`config.mk`:
```
export PLATFORM = sky130hd
export DESIGN_NAME = instr_fetch_unit
export DESIGN_NICKNAME = d
export VERILOG_FILES = /design/src/rtl/instr_fetch_unit.sv
export SDC_FILE = /design/constraint.sdc
export NUM_CORES = 1
export LEC_CHECK = 0
export CORE_MARGIN = 5
export CORE_UTILIZATION = 39
export DETAILED_ROUTE_END_ITERATION = 8
export PLACE_DENSITY_LB_ADDON = 0.05
export SYNTH_ARGS = -nofsm -noshare
export SYNTH_HDL_FRONTEND = slang
export SYNTH_SLANG_ARGS = --single-unit
```
`constraint.sdc`:
```
create_clock -name Clk -period 1.65 [get_ports Clk]
set_clock_uncertainty 0.15 [all_clocks]
set_input_delay 0.33 -clock Clk [delete_from_list [all_inputs] [get_ports Clk]]
set_output_delay 0.33 -clock Clk [all_outputs]
set_load 0.02 [all_outputs]
```
`src/rtl/instr_fetch_unit.sv`:
```
// instr_fetch_unit: fetch stage between the program counter and the decoder.
// Each instruction takes three steps. The block samples the PC, reads the
// instruction from memory over a req/ack handshake, and holds the word in the
// IR until the decoder takes it over a valid/ready handshake. It pulses pc_inc
// once for every instruction it captures. A flush (taken jump) throws away any
// fetch still in flight and any instruction still held.
//
// Ports:
//   Clk, Reset      clock; synchronous active-high reset
//   pc_in           current PC from the program counter
//   flush           taken jump: discard the current fetch / held instruction
//   pc_inc          one-cycle pulse, PC advances by one
//   mem_req/addr    instruction memory read request and registered address
//   mem_ack/rdata   memory response; rdata valid when ack=1
//   ir_out/ir_pc    instruction register and the address it came from
//   ir_valid/ready  handshake to the decoder
//   fetch_cnt       number of instructions delivered (wraps)
module instr_fetch_unit #(
  parameter int unsigned AW = 16,
  parameter int unsigned IW = 16,
  parameter int unsigned CW = 16
) (
  input  logic          Clk,
  input  logic          Reset,
  input  logic [AW-1:0] pc_in,
  input  logic          flush,
  output logic          pc_inc,
  output logic          mem_req,
  output logic [AW-1:0] mem_addr,
  input  logic          mem_ack,
  input  logic [IW-1:0] mem_rdata,
  output logic [IW-1:0] ir_out,
  output logic [AW-1:0] ir_pc,
  output logic          ir_valid,
  input  logic          ir_ready,
  output logic [CW-1:0] fetch_cnt
);

  typedef enum logic [1:0] {
    ISSUE = 2'd0,
    REQ   = 2'd1,
    HOLD  = 2'd2
  } state_e;

  state_e        state_q, state_d;
  logic          mem_req_q, mem_req_d;
  logic [AW-1:0] mem_addr_q, mem_addr_d;
  logic          pc_inc_q, pc_inc_d;
  logic [IW-1:0] ir_out_q, ir_out_d;
  logic [AW-1:0] ir_pc_q, ir_pc_d;
  logic          ir_valid_q, ir_valid_d;
  logic [CW-1:0] fetch_cnt_q, fetch_cnt_d;
  // A flush arrived while a request was outstanding. The request cannot be
  // withdrawn, so the data that returns for it must be thrown away.
  logic          drop_q, drop_d;

  // State and output registers
  always_ff @(posedge Clk) begin
    if (Reset) begin
      state_q     <= ISSUE;
      mem_req_q   <= 1'b0;
      mem_addr_q  <= '0;
      pc_inc_q    <= 1'b0;
      ir_out_q    <= '0;
      ir_pc_q     <= '0;
      ir_valid_q  <= 1'b0;
      fetch_cnt_q <= '0;
      drop_q      <= 1'b0;
    end else begin
      state_q     <= state_d;
      mem_req_q   <= mem_req_d;
      mem_addr_q  <= mem_addr_d;
      pc_inc_q    <= pc_inc_d;
      ir_out_q    <= ir_out_d;
      ir_pc_q     <= ir_pc_d;
      ir_valid_q  <= ir_valid_d;
      fetch_cnt_q <= fetch_cnt_d;
      drop_q      <= drop_d;
    end
  end

  // Next-state and next-output logic
  always_comb begin
    state_d     = state_q;
    mem_req_d   = mem_req_q;
    mem_addr_d  = mem_addr_q;
    pc_inc_d    = 1'b0;          // pulse: high only in the cycle after capture
    ir_out_d    = ir_out_q;
    ir_pc_d     = ir_pc_q;
    ir_valid_d  = ir_valid_q;
    fetch_cnt_d = fetch_cnt_q;
    drop_d      = drop_q;

    unique case (state_q)
      // Sample the PC one cycle after any increment or jump load has settled
      ISSUE: begin
        mem_addr_d = pc_in;
        mem_req_d  = 1'b1;
        state_d    = REQ;
      end

      // Hold the request and address stable until memory acknowledges
      REQ: begin
        if (mem_ack) begin
          mem_req_d = 1'b0;
          drop_d    = 1'b0;
          if (drop_q || flush) begin
            state_d = ISSUE;
          end else begin
            ir_out_d   = mem_rdata;
            ir_pc_d    = mem_addr_q;
            ir_valid_d = 1'b1;
            pc_inc_d   = 1'b1;
            state_d    = HOLD;
          end
        end else if (flush) begin
          drop_d = 1'b1;
        end
      end

      // Present the IR until it is accepted or flushed. A flush wins over
      // ready, so the instruction is then not counted as delivered.
      HOLD: begin
        if (flush) begin
          ir_valid_d = 1'b0;
          state_d    = ISSUE;
        end else if (ir_ready) begin
          ir_valid_d  = 1'b0;
          fetch_cnt_d = fetch_cnt_q + CW'(1);
          state_d     = ISSUE;
        end
      end

      default: begin
        state_d    = ISSUE;
        mem_req_d  = 1'b0;
        ir_valid_d = 1'b0;
        drop_d     = 1'b0;
      end
    endcase
  end

  assign pc_inc    = pc_inc_q;
  assign mem_req   = mem_req_q;
  assign mem_addr  = mem_addr_q;
  assign ir_out    = ir_out_q;
  assign ir_pc     = ir_pc_q;
  assign ir_valid  = ir_valid_q;
  assign fetch_cnt = fetch_cnt_q;

endmodule
```
==> flow_summary.html <==
<table>
<tr><th>Metric</th><th>Value</th></tr>
<tr><th colspan="2">Critical path</th></tr>
<tr><td>Peak per-stage delay on the critical path</td><td>0.36 ns</td></tr>
<tr><td>Worst endpoint data arrival time</td><td>1.68 ns</td></tr>
<tr><td>Critical path capture point type</td><td>register</td></tr>
<tr><td>Startpoint-to-endpoint class of the critical path</td><td>register to register</td></tr>
<tr><td>Crit-path slowest cell</td><td>sky130_fd_sc_hd__dfxtp_4</td></tr>
<tr><td>Family with the most delay on the worst path</td><td>simple AND/OR/NAND/NOR gates</td></tr>
<tr><td>Crit path max fanout</td><td>3</td></tr>
<tr><td>Buffer and inverter count on the worst path</td><td>1</td></tr>
<tr><td>Required time of the worst setup path</td><td>1.72 ns</td></tr>
<tr><td>Startpoint type of the worst setup path</td><td>register</td></tr>
<tr><td>Ordered list of cells on the worst path</td><td>nand4_4 &gt; buf_6 &gt; nor4_4 &gt; nand3_2 &gt; mux2_4</td></tr>
<tr><th colspan="2">Global route</th></tr>
<tr><td>Congestion Overflow GR</td><td>0</td></tr>
<tr><td>Number of global-route vias before repair</td><td>approximately 2500</td></tr>
<tr><td>Wire length of the first global-routing pass</td><td>11790 um</td></tr>
<tr><td>Pin count of the biggest net entering global routing</td><td>38</td></tr>
<tr><td>Global-route usage over all layers</td><td>16.83%</td></tr>
<tr><td>Number of antenna violations at the first check in global routing</td><td>0</td></tr>
<tr><th colspan="2">Synthesis</th></tr>
<tr><td>Cells after Synth</td><td>320</td></tr>
<tr><td>Largest area contributor in the synthesized netlist</td><td>sky130_fd_sc_hd__dfxtp_1</td></tr>
<tr><td>Cell types with the largest area share after synthesis</td><td>sky130_fd_sc_hd__dfxtp_1, sky130_fd_sc_hd__nand2_1, sky130_fd_sc_hd__a21oi_1</td></tr>
<tr><td>Fraction of registers with async set or reset after synthesis</td><td>0%</td></tr>
<tr><td>Synth Area per Inst</td><td>8.367 um2</td></tr>
<tr><td>Sequential cell area fraction in the yosys report</td><td>around 52%</td></tr>
<tr><td>Mapped cell area</td><td>0.002678 mm2</td></tr>
<tr><td>Most instantiated cells after synthesis</td><td>sky130_fd_sc_hd__nand2_1, sky130_fd_sc_hd__dfxtp_1, sky130_fd_sc_hd__a21oi_1</td></tr>
<tr><td>Distinct cells, synth</td><td>40</td></tr>
<tr><td>Number of synthesis warnings</td><td>0</td></tr>
<tr><td>Share of Yosys cell area claimed by the top area cell type</td><td>52.34%</td></tr>
<tr><td>Number of enable flip-flop cells after synthesis</td><td>0</td></tr>
<tr><td>Post-Synthesis Net Count</td><td>approximately 360</td></tr>
<tr><td>Post-synthesis sequential element count</td><td>70</td></tr>
<tr><td>Top flip-flop cell by instance count after synthesis</td><td>sky130_fd_sc_hd__dfxtp_1</td></tr>
<tr><td>Top-count cell post-synth</td><td>sky130_fd_sc_hd__nand2_1</td></tr>
<tr><th colspan="2">Cells and area</th></tr>
<tr><td>Share of layout cells above drive strength 1</td><td>18.32%</td></tr>
<tr><td>Post-layout utilization of the core</td><td>62.28%</td></tr>
<tr><td>Final layout net count</td><td>about 490</td></tr>
<tr><td>Layout overhead on the synthesized area</td><td>57.15%</td></tr>
<tr><td>Final non-filler cell area</td><td>0.004208 mm2</td></tr>
<tr><td># diodes</td><td>0</td></tr>
<tr><td>Final Instance Count excl. Fillers</td><td>between 500 and 600</td></tr>
<tr><th colspan="2">CTS</th></tr>
<tr><td>Longest Clk Path Bufs</td><td>2</td></tr>
<tr><td>Later-pin clock latency in the skew report</td><td>approximately 0.33 ns</td></tr>
<tr><td>Clock buffers created by TritonCTS</td><td>9</td></tr>
<tr><td>Clock-pin slew on the worst setup and hold paths</td><td>0.07 ns</td></tr>
<tr><td>Clock root buffer master</td><td>sky130_fd_sc_hd__clkbuf_8</td></tr>
<tr><td>Total number of H-tree levels</td><td>3</td></tr>
<tr><td>Clock tree from TritonCTS</td><td>built</td></tr>
<tr><td>Clk sinks</td><td>70</td></tr>
<tr><th colspan="2">Placed design</th></tr>
<tr><td>Number of placed cells counting well taps</td><td>514</td></tr>
<tr><td>Count of input and output buffers</td><td>103</td></tr>
<tr><td>Last weighted congestion value of the routability-driven placer</td><td>0.8114</td></tr>
<tr><td>Final HPWL from detailed placement</td><td>5184 um</td></tr>
<tr><td>Placed cell area</td><td>slightly below 0.004 mm2</td></tr>
<tr><th colspan="2">Detailed routing</th></tr>
<tr><td>Routed via count divided by cell count</td><td>4.831</td></tr>
<tr><td>Iteration-0 DRC Markers</td><td>100</td></tr>
<tr><td>Vias</td><td>2575</td></tr>
<tr><td>Drt total wl</td><td>7620 um</td></tr>
<tr><td>Remaining DRCs</td><td>0</td></tr>
<tr><td>Detailed-router iteration count before antenna repair</td><td>4</td></tr>
<tr><td>Number of nets with antenna violations after routing</td><td>0</td></tr>
<tr><td>Routed length per placed instance</td><td>14.30 um</td></tr>
<tr><th colspan="2">Floorplanning</th></tr>
<tr><td>Count of boundary I/O pins</td><td>104</td></tr>
<tr><td>Vertical die dimension</td><td>approximately 93 um</td></tr>
<tr><td>Core region area</td><td>0.006756 mm2</td></tr>
<tr><td>Horizontal die dimension</td><td>~93 um</td></tr>
<tr><td>Standard-cell row count</td><td>30</td></tr>
<tr><td>Die Footprint</td><td>around 0.0086 mm2</td></tr>
<tr><td>Starting density of the core</td><td>39.63%</td></tr>
<tr><th colspan="2">STA</th></tr>
<tr><td>Unrepaired setup endpoints after global routing</td><td>yes</td></tr>
<tr><td>Fin crit period</td><td>between 1.5 and 2 ns</td></tr>
<tr><td>Setup_tns</td><td>0 ns</td></tr>
<tr><td>Count of pins over their slew limit</td><td>0</td></tr>
<tr><td>Portion of the clock cycle consumed by the worst path in the final layout</td><td>97.83%</td></tr>
<tr><td>Worst slew slack as a fraction of its limit</td><td>73.48%</td></tr>
<tr><td>Count of final setup violators</td><td>0</td></tr>
<tr><td>Maximum operating frequency</td><td>between 600 and 700 MHz</td></tr>
<tr><td>Slew of the pin with the lowest slew margin</td><td>0.3978 ns</td></tr>
<tr><td>Hold Vio Cnt, Final</td><td>0</td></tr>
<tr><th colspan="2">Power and ir drop</th></tr>
<tr><td>Internal power</td><td>0.002466 W</td></tr>
<tr><td>Switching power summed over all nets</td><td>0.0008558 W</td></tr>
<tr><td>Static leakage</td><td>approximately 1.9 nW</td></tr>
<tr><td>Worst voltage drop across the vdd grid</td><td>~0.52 mV</td></tr>
<tr><td>Pwr per Cell Area</td><td>a little under 800 mW/mm2</td></tr>
<tr><td>Sequential cell fraction of total power</td><td>53.4%</td></tr>
<tr><td>Share of power burned in combinational logic</td><td>12.8%</td></tr>
<tr><td>Switching part of the total</td><td>between 20% and 30%</td></tr>
<tr><td>Portion of total power attributed to the clock network</td><td>about 34%</td></tr>
<tr><th colspan="2">Status</th></tr>
<tr><td>Result of the run</td><td>finished, final reports clean</td></tr>
<tr><th colspan="2">Run</th></tr>
<tr><td>Maximum Capacitance Violations</td><td>0</td></tr>
<tr><th colspan="2">Hold path</th></tr>
<tr><td>Worst Hold Class</td><td>input pin to register</td></tr>
</table>
[power groups by stage]
stage               Sequential, W  Clock, W  Combinational [W]
global route              0.00178   0.00123           0.000464
finish                    0.00177   0.00112           0.000426
CTS                       0.00178   0.00116           0.000410
floorplan                 0.00187         0           0.000136
global placement          0.00182         0           0.000440
detailed placement        0.00182         0           0.000443
[routing by layer]
| layer | routed length, um | vias to the layer above | GRT usage, % |
|---|---|---|---|
| li1 | - | 1318 | - |
| met1 | 3489 | 1176 | 21.90 |
| met2 | 3531 | 75 | 26.57 |
| met3 | 557 | 6 | 5.118 |
| met4 | 41 | 0 | 5.495 |
| met5 | 0 | - | 0 |
[worst paths after layout]
check             endpoint  slack (ns)  depth (start not counted)         start
min reg2reg     ir_out[11]        0.30                          2    ir_out[11]
max          fetch_cnt[11]        0.04                          5  fetch_cnt[6]
max reg2reg  fetch_cnt[11]        0.04                          5  fetch_cnt[6]
min          fetch_cnt[11]        0.27                          3         Reset
[repair_timing]
action,CTS,global route
buffers inserted,0,1
cloned,0,3
resized for setup,70,27
hold buffers,0,0
endpoints found under the setup margin,72,44
endpoints found under the hold margin,0,0
pin swaps,2,4
[cell type report]
cell class | count | area, um2
timing repair buffer | 138 | 1280
sequential | 70 | 1421
clock buffer | 10 | 127.6
tap | 80 | 100.1
clock inverter | 5 | 27.53
inverter | 3 | 11.26
multi-input combinational | 227 | 1240
fill | 627 | 2549
[worst register-to-register path: stages (launching register included)]
cell	delay, ns
sky130_fd_sc_hd__dfxtp_4	0.36
sky130_fd_sc_hd__nand4_4	0.13
sky130_fd_sc_hd__buf_6	0.14
sky130_fd_sc_hd__nor4_4	0.31
sky130_fd_sc_hd__nand3_2	0.11
sky130_fd_sc_hd__mux2_4	0.30
[through the flow]
step | total power, W | hold slack, ns | worst slack, ns
3_3_place_gp | 0.002258 | 0.2908 | -0.3926
6_report | 0.003322 | 0.2719 | 0.03588
4_1_cts | 0.003350 | 0.2600 | 0.01052
3_5_place_dp | 0.002262 | 0.2957 | -0.4214
5_1_grt | 0.003471 | 0.2933 | -0.02914
2_1_floorplan | 0.002009 | 0.3160 | -0.02312
[logic make-up (layout without fill, tap and decap cells)]
| family | count (synthesis) | count (layout) | share of synthesized area (%) |
|---|---|---|---|
| flops | 70 | 70 | 52.34 |
| buf+inv | 23 | 156 | 4.112 |
| mux | 2 | 2 | 0.9811 |
| compound gates | 63 | 63 | 12.38 |
| simple gates | 152 | 152 | 26.78 |
| fa+ha+maj | 1 | 1 | 0.4672 |
| xor+xnor | 9 | 9 | 2.944 |
[registers in the layout, indices dropped and copies added (netlist names)]
name / cells
fetch_cnt: 16
ir_out: 16
ir_pc: 16
mem_addr: 16
state_q: 2
drop_q: 1
ir_valid: 1
mem_req: 1
pc_inc: 1
[cell usage in the layout, fill, tap and decap left out, types with 4 or more instances in the layout]
cell                              netlist  routed
sky130_fd_sc_hd__nand2_1              105     104
sky130_fd_sc_hd__dlygate4sd2_1          0      66
sky130_fd_sc_hd__dfxtp_1               70      60
sky130_fd_sc_hd__a21oi_1               55      51
sky130_fd_sc_hd__clkdlybuf4s50_1        0      32
sky130_fd_sc_hd__buf_4                  2      28
sky130_fd_sc_hd__nor2_1                16      16
sky130_fd_sc_hd__clkbuf_8               0       9
sky130_fd_sc_hd__dfxtp_2                0       7
sky130_fd_sc_hd__xnor2_1                5       5
sky130_fd_sc_hd__xor2_1                 4       4
sky130_fd_sc_hd__a21oi_2                0       4
sky130_fd_sc_hd__clkinv_2               0       4
Power figures use the tool's default switching activity.
